File: src/rtl/decode_group_queue.sv
// Decode-stage front buffer: compacts fetch lanes, tags delay slots, squashes
// lanes behind a false jump prediction and queues the surviving groups.
module decode_group_queue #(
  parameter int LANES = 2,
  parameter int DEPTH = 4
) (
  input  logic                clk,
  input  logic                resetn,
  input  logic                flush,
  input  logic [LANES-1:0]    in_valid,
  input  logic [31:0]         in_pc,
  input  logic [LANES-1:0]    in_is_branch,
  input  logic [LANES-1:0]    in_is_likely,
  input  logic [LANES-1:0]    in_bp_taken,
  input  logic                in_exc,
  output logic                in_ready,
  output logic [LANES-1:0]    out_valid,
  output logic [32*LANES-1:0] out_pc,
  output logic [LANES-1:0]    out_in_ds,
  output logic [LANES-1:0]    out_likely_ds,
  output logic [LANES-1:0]    out_exc,
  input  logic                out_ready,
  output logic                redirect_valid,
  output logic [31:0]         redirect_pc
);

  localparam int PW = $clog2(DEPTH);
  localparam int CW = $clog2(DEPTH + 1);
  localparam logic [CW-1:0] FULL = CW'(DEPTH);

  logic [CW-1:0] count_q, count_d;
  logic [PW-1:0] wr_ptr_q, wr_ptr_d, rd_ptr_q, rd_ptr_d;
  logic          pend_q, pend_d, pend_likely_q, pend_likely_d;
  logic [31:0]   pend_pc_q, pend_pc_d;
  logic          redirect_valid_q, redirect_valid_d;
  logic [31:0]   redirect_pc_q, redirect_pc_d;

  logic [LANES-1:0]    mem_valid_q [DEPTH];
  logic [LANES-1:0]    mem_ds_q    [DEPTH];
  logic [LANES-1:0]    mem_lk_q    [DEPTH];
  logic [LANES-1:0]    mem_exc_q   [DEPTH];
  logic [32*LANES-1:0] mem_pc_q    [DEPTH];

  logic             acc, push, pop;
  logic [LANES-1:0] keep;
  logic             offend;
  logic [31:0]      off_pc;

  // The first offender is kept; every lane above it is on the wrong path.
  // NOTE: always_comb uses blocking '=' so later loop iterations see earlier results.
  always_comb begin
    keep   = '0;
    offend = 1'b0;
    off_pc = '0;
    for (int k = 0; k < LANES; k++) begin
      keep[k] = in_valid[k] && !offend;
      if (keep[k] && !in_exc && in_bp_taken[k] && !in_is_branch[k]) begin
        offend = 1'b1;
        off_pc = in_pc + 32'(4 * k + 4);
      end
    end
  end

  logic [LANES-1:0] lane_ds, lane_lk;
  logic             pend_hit, top_br, top_lk, prev_keep, prev_br, prev_lk;
  logic [31:0]      top_pc, lane_pc;

  // NOTE: every output gets a default first, so no path leaves a latch behind.
  always_comb begin
    lane_ds   = '0;
    lane_lk   = '0;
    pend_hit  = 1'b0;
    top_br    = 1'b0;
    top_lk    = 1'b0;
    top_pc    = '0;
    prev_keep = 1'b0;
    prev_br   = 1'b0;
    prev_lk   = 1'b0;
    lane_pc   = '0;
    for (int k = 0; k < LANES; k++) begin
      lane_pc = in_pc + 32'(4 * k);
      if (keep[k]) begin
        if (!in_exc && prev_keep && prev_br) begin
          lane_ds[k] = 1'b1;
          lane_lk[k] = prev_lk;
        end else if (pend_q && lane_pc == pend_pc_q) begin
          lane_ds[k] = 1'b1;
          lane_lk[k] = pend_likely_q;
        end
        if (pend_q && lane_pc == pend_pc_q) pend_hit = 1'b1;
        top_br = in_is_branch[k];
        top_lk = in_is_likely[k];
        top_pc = lane_pc + 32'd4;
      end
      prev_keep = keep[k];
      prev_br   = in_is_branch[k];
      prev_lk   = in_is_likely[k];
    end
  end

  logic [LANES-1:0]    g_valid, g_ds, g_lk;
  logic [32*LANES-1:0] g_pc;

  always_comb begin
    int n;
    n       = 0;
    g_valid = '0;
    g_ds    = '0;
    g_lk    = '0;
    g_pc    = '0;
    for (int k = 0; k < LANES; k++) begin
      if (keep[k]) begin
        for (int j = 0; j < LANES; j++) begin
          if (j == n) begin
            g_valid[j]       = 1'b1;
            g_pc[32*j +: 32] = in_pc + 32'(4 * k);
            g_ds[j]          = lane_ds[k];
            g_lk[j]          = lane_lk[k];
          end
        end
        n++;
      end
    end
  end

  assign in_ready = (count_q < FULL) && !redirect_valid_q;
  assign acc      = in_ready && (|in_valid) && !flush;
  assign push     = acc;
  assign pop      = out_ready && (count_q != '0);

  always_comb begin
    count_d          = count_q;
    wr_ptr_d         = wr_ptr_q;
    rd_ptr_d         = rd_ptr_q;
    pend_d           = pend_q;
    pend_pc_d        = pend_pc_q;
    pend_likely_d    = pend_likely_q;
    redirect_valid_d = 1'b0;
    redirect_pc_d    = redirect_pc_q;
    if (flush) begin
      count_d  = '0;
      wr_ptr_d = '0;
      rd_ptr_d = '0;
      pend_d   = 1'b0;
    end else begin
      if (pop)  rd_ptr_d = rd_ptr_q + PW'(1);
      if (push) wr_ptr_d = wr_ptr_q + PW'(1);
      count_d = count_q + CW'(push) - CW'(pop);
      if (acc) begin
        if (pend_hit) pend_d = 1'b0;
        if (!in_exc && top_br) begin
          pend_d        = 1'b1;
          pend_pc_d     = top_pc;
          pend_likely_d = top_lk;
        end
        if (offend) begin
          redirect_valid_d = 1'b1;
          redirect_pc_d    = off_pc;
        end
      end
    end
  end

  always_ff @(posedge clk or negedge resetn) begin
    if (!resetn) begin
      count_q          <= '0;
      wr_ptr_q         <= '0;
      rd_ptr_q         <= '0;
      pend_q           <= 1'b0;
      pend_pc_q        <= '0;
      pend_likely_q    <= 1'b0;
      redirect_valid_q <= 1'b0;
      redirect_pc_q    <= '0;
    end else begin
      count_q          <= count_d;
      wr_ptr_q         <= wr_ptr_d;
      rd_ptr_q         <= rd_ptr_d;
      pend_q           <= pend_d;
      pend_pc_q        <= pend_pc_d;
      pend_likely_q    <= pend_likely_d;
      redirect_valid_q <= redirect_valid_d;
      redirect_pc_q    <= redirect_pc_d;
    end
  end

  // NOTE: group storage is not reset; count_q gates it, so stale entries are never visible.
  always_ff @(posedge clk) begin
    if (push) begin
      mem_valid_q[wr_ptr_q] <= g_valid;
      mem_pc_q[wr_ptr_q]    <= g_pc;
      mem_ds_q[wr_ptr_q]    <= g_ds;
      mem_lk_q[wr_ptr_q]    <= g_lk;
      mem_exc_q[wr_ptr_q]   <= g_valid & {LANES{in_exc}};
    end
  end

  always_comb begin
    out_valid     = '0;
    out_pc        = '0;
    out_in_ds     = '0;
    out_likely_ds = '0;
    out_exc       = '0;
    if (count_q != '0) begin
      out_valid     = mem_valid_q[rd_ptr_q];
      out_pc        = mem_pc_q[rd_ptr_q];
      out_in_ds     = mem_ds_q[rd_ptr_q];
      out_likely_ds = mem_lk_q[rd_ptr_q];
      out_exc       = mem_exc_q[rd_ptr_q];
    end
  end

  assign redirect_valid = redirect_valid_q;
  assign redirect_pc    = redirect_pc_q;

endmodule

File: config.mk
export PLATFORM = sky130hd
export DESIGN_NAME = decode_group_queue
export DESIGN_NICKNAME = d
export VERILOG_FILES = /design/src/rtl/decode_group_queue.sv
export SDC_FILE = /design/constraint.sdc
export NUM_CORES = 1
export LEC_CHECK = 0
export BUFFER_PORTS_ARGS = -buffer_cell sky130_fd_sc_hd__buf_2
export CORE_AREA = 2 2 225 227
export DETAILED_ROUTE_END_ITERATION = 10
export DIE_AREA = 0 0 227 229
export GPL_TIMING_DRIVEN = 1
export PLACE_DENSITY_LB_ADDON = 0.08
export RECOVER_POWER = 25
export SLEW_MARGIN = 20
export SYNTH_ARGS = -nofsm -noshare
export SYNTH_HDL_FRONTEND = slang
export SYNTH_SLANG_ARGS = --single-unit
export TNS_END_PERCENT = 5
File: constraint.sdc
create_clock -name clk -period 3.6 [get_ports clk]
set_input_delay 0 -clock clk [delete_from_list [all_inputs] [get_ports clk]]
set_output_delay 0 -clock clk [all_outputs]
set_load 0.02 [all_outputs]
---- Word-level counts from Yosys, hierarchy flattened ----
Memories as Yosys holds them, arrays and structs flattened.
Cells that the tools add are included.
word-level totals
  register bits ........................... 74
  RAM bits ................................ 288
  input port bits ......................... 45
  output and inout bits ................... 106
  word-level logic and storage cells ...... 110
  memories kept ........................... 5
cells by class
  add/subtract/negate cells ............... 7
  magnitude comparators ................... 1
  equality and inequality tests ........... 3
  multiplexer cells ....................... 54
  bitwise gates (word level) .............. 2
  reduce and logical (&&, ||, !) cells .... 30
memories
  memory       depth  bits a word  rd ports  clocked after memory_dff  write ports  RTL line  source
  mem_pc_q     4      64           1         0                         1            42        logic [32*LANES-1:0] mem_pc_q [DEPTH];
  mem_ds_q     4      2            1         0                         1            39        logic [LANES-1:0] mem_ds_q [DEPTH];
  mem_exc_q    4      2            1         0                         1            41        logic [LANES-1:0] mem_exc_q [DEPTH];
  mem_lk_q     4      2            1         0                         1            40        logic [LANES-1:0] mem_lk_q [DEPTH];
  mem_valid_q  4      2            1         0                         1            38        logic [LANES-1:0] mem_valid_q [DEPTH];
operator list
  operator                                                          number
  32-bit 2-to-1 mux                                                 7
  64-bit 2-to-1 mux                                                 2
  32-bit by 3-bit adder with 32-bit output (second input constant)  2
  32-bit == test                                                    2
  1-bit 2-to-1 mux                                                  33
  32-bit by 4-bit adder with 32-bit output (second input constant)  1
  2-bit by 32-bit == test with 1-bit output (first input constant)  1
  32-bit logical NOT                                                1
  2-bit 2-to-1 mux                                                  11
  1-bit logical AND                                                 15
  1-bit logical NOT                                                 6
  3-bit AND reduction                                               2
  3-bit nonzero test                                                2
  2-bit by 1-bit adder with 2-bit output (second input constant)    2
  2-bit nonzero test                                                2
  3-bit by 1-bit adder with 3-bit output                            1
  3-bit < comparator (second input constant)                        1
  3-bit 2-to-1 mux                                                  1
  3-bit by 1-bit subtractor with 3-bit output                       1
  2-bit AND                                                         1
  2-bit AND reduction                                               1
  2-bit OR reduction                                                1
  1-bit NOT                                                         1

---- Logic depth before layout (Yosys ltp) ----
  depth after elaboration ................. 14
  depth in mapped cells ................... 12
  mapped depth without buffers ............ 11

---- Least setup slack after synthesis ----
OpenSTA, ideal clock, no wires.
  path type ............................... reg-to-reg
  from .................................... reg redirect_valid_q, in the netlist redirect_valid
  to ...................................... mem mem_ds_q[0][0] (enable)
  library setup time ...................... 438 ps
  data arrival time ....................... 3,454 ps
  data required time ...................... 3,162 ps
  path slack .............................. -292 ps
  stages on the path, launching flop included .. 7
  buffers on the path ..................... 2
  period minus slack after synthesis ...... 3,892 ps
  cells stage by stage .................... dfrtp_1 nor2_1 nand2_1 nor2_1 clkbuf_1 clkbuf_1 and2_1
on the way
  word-level cells in the longest chain between the ends .. 6
ends and longest elaborated chain
  what                                    RTL line  source
  start: declaration                      35        logic redirect_valid_q, redirect_valid_d;
  start signal: assignment                181       redirect_valid_q <= redirect_valid_d;
  1-bit logical NOT                       126       assign in_ready = (count_q < FULL) && !redirect_valid_q;
  1-bit logical AND                       126
  named net in_ready                      16        output logic in_ready,
  1-bit logical AND (2 in a row)          127       assign acc = in_ready && (|in_valid) && !flush;
  1-bit 2-to-1 mux                        188       if (push) begin
  1-bit 2-to-1 mux (implied by the code)  191       mem_ds_q[wr_ptr_q] <= g_ds;
  end: declaration                        39
The timed path passes the listed nets, and every way through them passes these cells.

---- Worst setup path after layout ----
  from .................................... in in_pc[5]
  to ...................................... mem mem_lk_q[3][0] (data pin)
on the way
  word-level cells in the longest chain between the ends .. 7
  elaborated cells on any way between the ends .. 11
  classes of those cells .................. add/sub: 1; eq/ne: 2; mux: 6; reduce/logical: 2
ends and longest elaborated chain
  what                                      RTL line  source
  start: declaration                        11        input logic [31:0] in_pc,
  32-bit by 3-bit adder with 32-bit output  81        lane_pc = in_pc + 32'(4 * k);
  32-bit == test                            86        end else if (pend_q && lane_pc == pend_pc_q) begin
  1-bit logical AND                         86
  1-bit 2-to-1 mux                          86
  1-bit 2-to-1 mux                          83        if (!in_exc && prev_keep && prev_br) begin
  1-bit 2-to-1 mux                          114       if (j == n) begin
  2-bit 2-to-1 mux (*)                      112       if (keep[k]) begin
  named net g_lk[0]                         101       logic [LANES-1:0] g_valid, g_ds, g_lk;
  end: declaration                          40
The timed path passes the listed nets; every way through them passes the cells marked *.

==> out/results.txt <==
met1 usage: 31.8%
Most used DFF post-synth: edfxtp_1
RSZ-0062 raised after global routing: false
R2R Setup Slk: 500 ps
first-pass GRT wire length: 82.5 mm
setup ws final: 356 ps
Reg area: 0.0105 mm2
Post-Synthesis Cell Area: 0.0176 mm2
total track usage: 21.7%
Finished Layout Cells: 2253
Yosys warnings: 0
Cell Rows: 82
n_diodes: 0
CTS buffer count: 42
Bufs and invs on worst path: 2
failing checks: capacitance limit, slew limit
area grow syn2layout: 18.8%
Synth Register Bits: 362
Nets: 1605
syn_nets: 1411
ys async rst share: 20.4%
sequential share of the synthesized area: 59.5%
Leakage: 7.37 nW
drt wl/cell: 24.8 um
top cell type's share of synthesized area: 49.0%
Clk pin slew, worst setup/hold paths: 60 ps
clock buffer depth: 3
clock period minus final worst setup slack: 3240 ps
max frequency: 0.308 GHz
layout filler cell count: 4772
Slowest Stage Delay on Critical Path: 600 ps
crit path launch type: input pin
largest net degree at the start of global routing: 75
Setup WS pre-CTS: 245 ps
vias post-DR: 12100
die width: 227 um
vias in the first global route: 12000
GPL Wtd Cong: 0.926
most common cell in the netlist: edfxtp_1
global route hottest layer: met2
DR pass1 iterations: 5
Final Power: 13.9 mW
cell total after placement: 2156
clock skew: 20.9 ps
drc violations: 0
grt ovf: 0
PostCTS Resize Cnt: 0
Hold WC Path Type: input pin to flop
H-tree levels: 2
met3 usage: 3.09%
Pins Over Slew Limit: 75
Sink Count: 362
outcome: finished with violations
P per Cell Area: 663 mW/mm2
Hold WS: 38.9 ps
multi-input combinational cell area: 0.00667 mm2
Max-Cap Viols: 1
layout cells sized above 1: 22.3%
Detail Route Antenna Nets: 0
final hold viol count: 0
core area: 0.0497 mm2
crit share post-route: 90.1%
crit path cell chain: dlygate4sd3_1 -> buf_2 -> and4_1 -> nand4_1 -> nor4_1 -> o211ai_1 -> or4_1 -> nor4_2 -> nand2_1 -> a21boi_1
# setup viols final: 0
Starting Density: 35.5%
Worst setup EP type: flop
CP max-delay cell: or4_1
Mapped Cells: 1354
clock root cell: clkbuf_16
CTS tree: done
IO Port Bufs: 150
VDD IR-drop max: 430 uV
Worst slew margin: -36.8%
utilization after layout: 42.2%
Ports: 151
Netlist cell types: 75
GR Util met2: 34.0%
initial antenna violation count: 0
Crit Path Class: input pin to flop
most area-consuming cells after synthesis: edfxtp_1 (49%), dfrtp_1 (10%), mux4_2 (9.2%)
CP top delay family: simple AND/OR/NAND/NOR gates
dominant cell type by area after synthesis: edfxtp_1
most instantiated cells after synthesis: edfxtp_1 (288), nand2_1 (124), nor2_1 (91)
drt total wl: 55.9 mm
Worst-Margin Slew: 2050 ps
Die Area: 0.0520 mm2
post-synthesis average cell area: 13.0 um2
WP data required: 3980 ps
Post-synth EDFFs: 288
Die H: 229 um
Via density: 5.35
HPWL after detailed placement: 38.9 mm
largest fanout on the critical path: 11
worst skew pair latency: 570 ps
Iteration-0 DRC Markers: 1114
arrival time of the worst setup path: 3620 ps
[registers in the layout, indices dropped and copies added, names as in the netlist]
name	flops
mem_lk_q	8
mem_valid_q	8
count_q	3
rd_ptr_q	2
pend_likely_q	1
redirect_valid	1
wr_ptr_q	2
pend_pc_q	32
pend_q	1
mem_exc_q	8
redirect_pc	32
mem_ds_q	8
mem_pc_q	256
[cells in the final DEF, fill, tap and decap left out, types with 37 or more instances in the layout]
cell type | Yosys | final
clkbuf_1 | 56 | 53
o21ai_0 | 75 | 75
edfxtp_1 | 288 | 288
dfrtp_1 | 74 | 72
nand2_1 | 124 | 124
clkbuf_16 | 0 | 42
nor2b_1 | 76 | 76
xor2_1 | 38 | 38
xnor2_1 | 73 | 73
nor2_1 | 91 | 91
a21oi_1 | 37 | 37
mux4_2 | 72 | 72
buf_2 | 16 | 112
buf_4 | 5 | 62
[layout make-up]
type                       count  share of cell area (%)
sequential                   362                    50.1
multi-input combinational    878                    31.8
timing repair buffer         246                    7.25
clock buffer                  59                    5.75
tap                          672                    4.01
clock inverter                18                   0.704
inverter                      18                   0.322
[worst min-delay path: cells and delay by family]
family	cells	cell delay, ps
simple gates	1	70
compound gates	2	240
buf+inv	1	230
[where the power goes]
group	switching, mW	internal [mW]	total (mW)
Sequential	0.357	5.18	5.54
Clock	1.70	2.42	4.13
Combinational	2.57	1.65	4.23
Total	4.63	9.26	13.9
[what timing repair did]
item                                   CTS  global route
hold buffers                            20             0
endpoints found under the hold margin  119             0
setup buffers                            0             0
[path summary, 6_finish.rpt]
kind / start / end / cells after the start
max: in_pc[5] / mem_lk_q[3][0] / 10
min: in_pc[28] / redirect_pc[28] / 4
max reg2reg: pend_pc_q[1] / mem_lk_q[3][0] / 8
min reg2reg: redirect_pc[22] / redirect_pc[22] / 1
max in group asynchronous: resetn / rd_ptr_q[1] / 2
min in group asynchronous: resetn / pend_pc_q[24] / 2
[cell families after synthesis]
logic type	count (synthesis)	share of synthesized area, %
xor+xnor	111	5.51
fa+ha+maj	12	0.893
buf+inv	114	2.75
flops	362	59.5
compound gates	211	7.35
simple gates	457	13.9
mux	87	10.1
[routing by layer]
metal	part of all wire [%]	routed length, um
met5	0	0
met4	2.5	1380
met3	5.1	2860
met2	46	26000
met1	46	25700
[stage by stage]
| step | instance area (um2) | setup TNS (ps) |
|---|---|---|
| 6_report | 21000 | 0 |
| 3_3_place_gp | 19500 | 0 |
| 5_1_grt | 21000 | 0 |
| 4_1_cts | 21100 | 0 |
| 3_5_place_dp | 19500 | 0 |
| 2_1_floorplan | 17600 | -42050 |
Note: power is estimated with default switching activity, not from simulation.
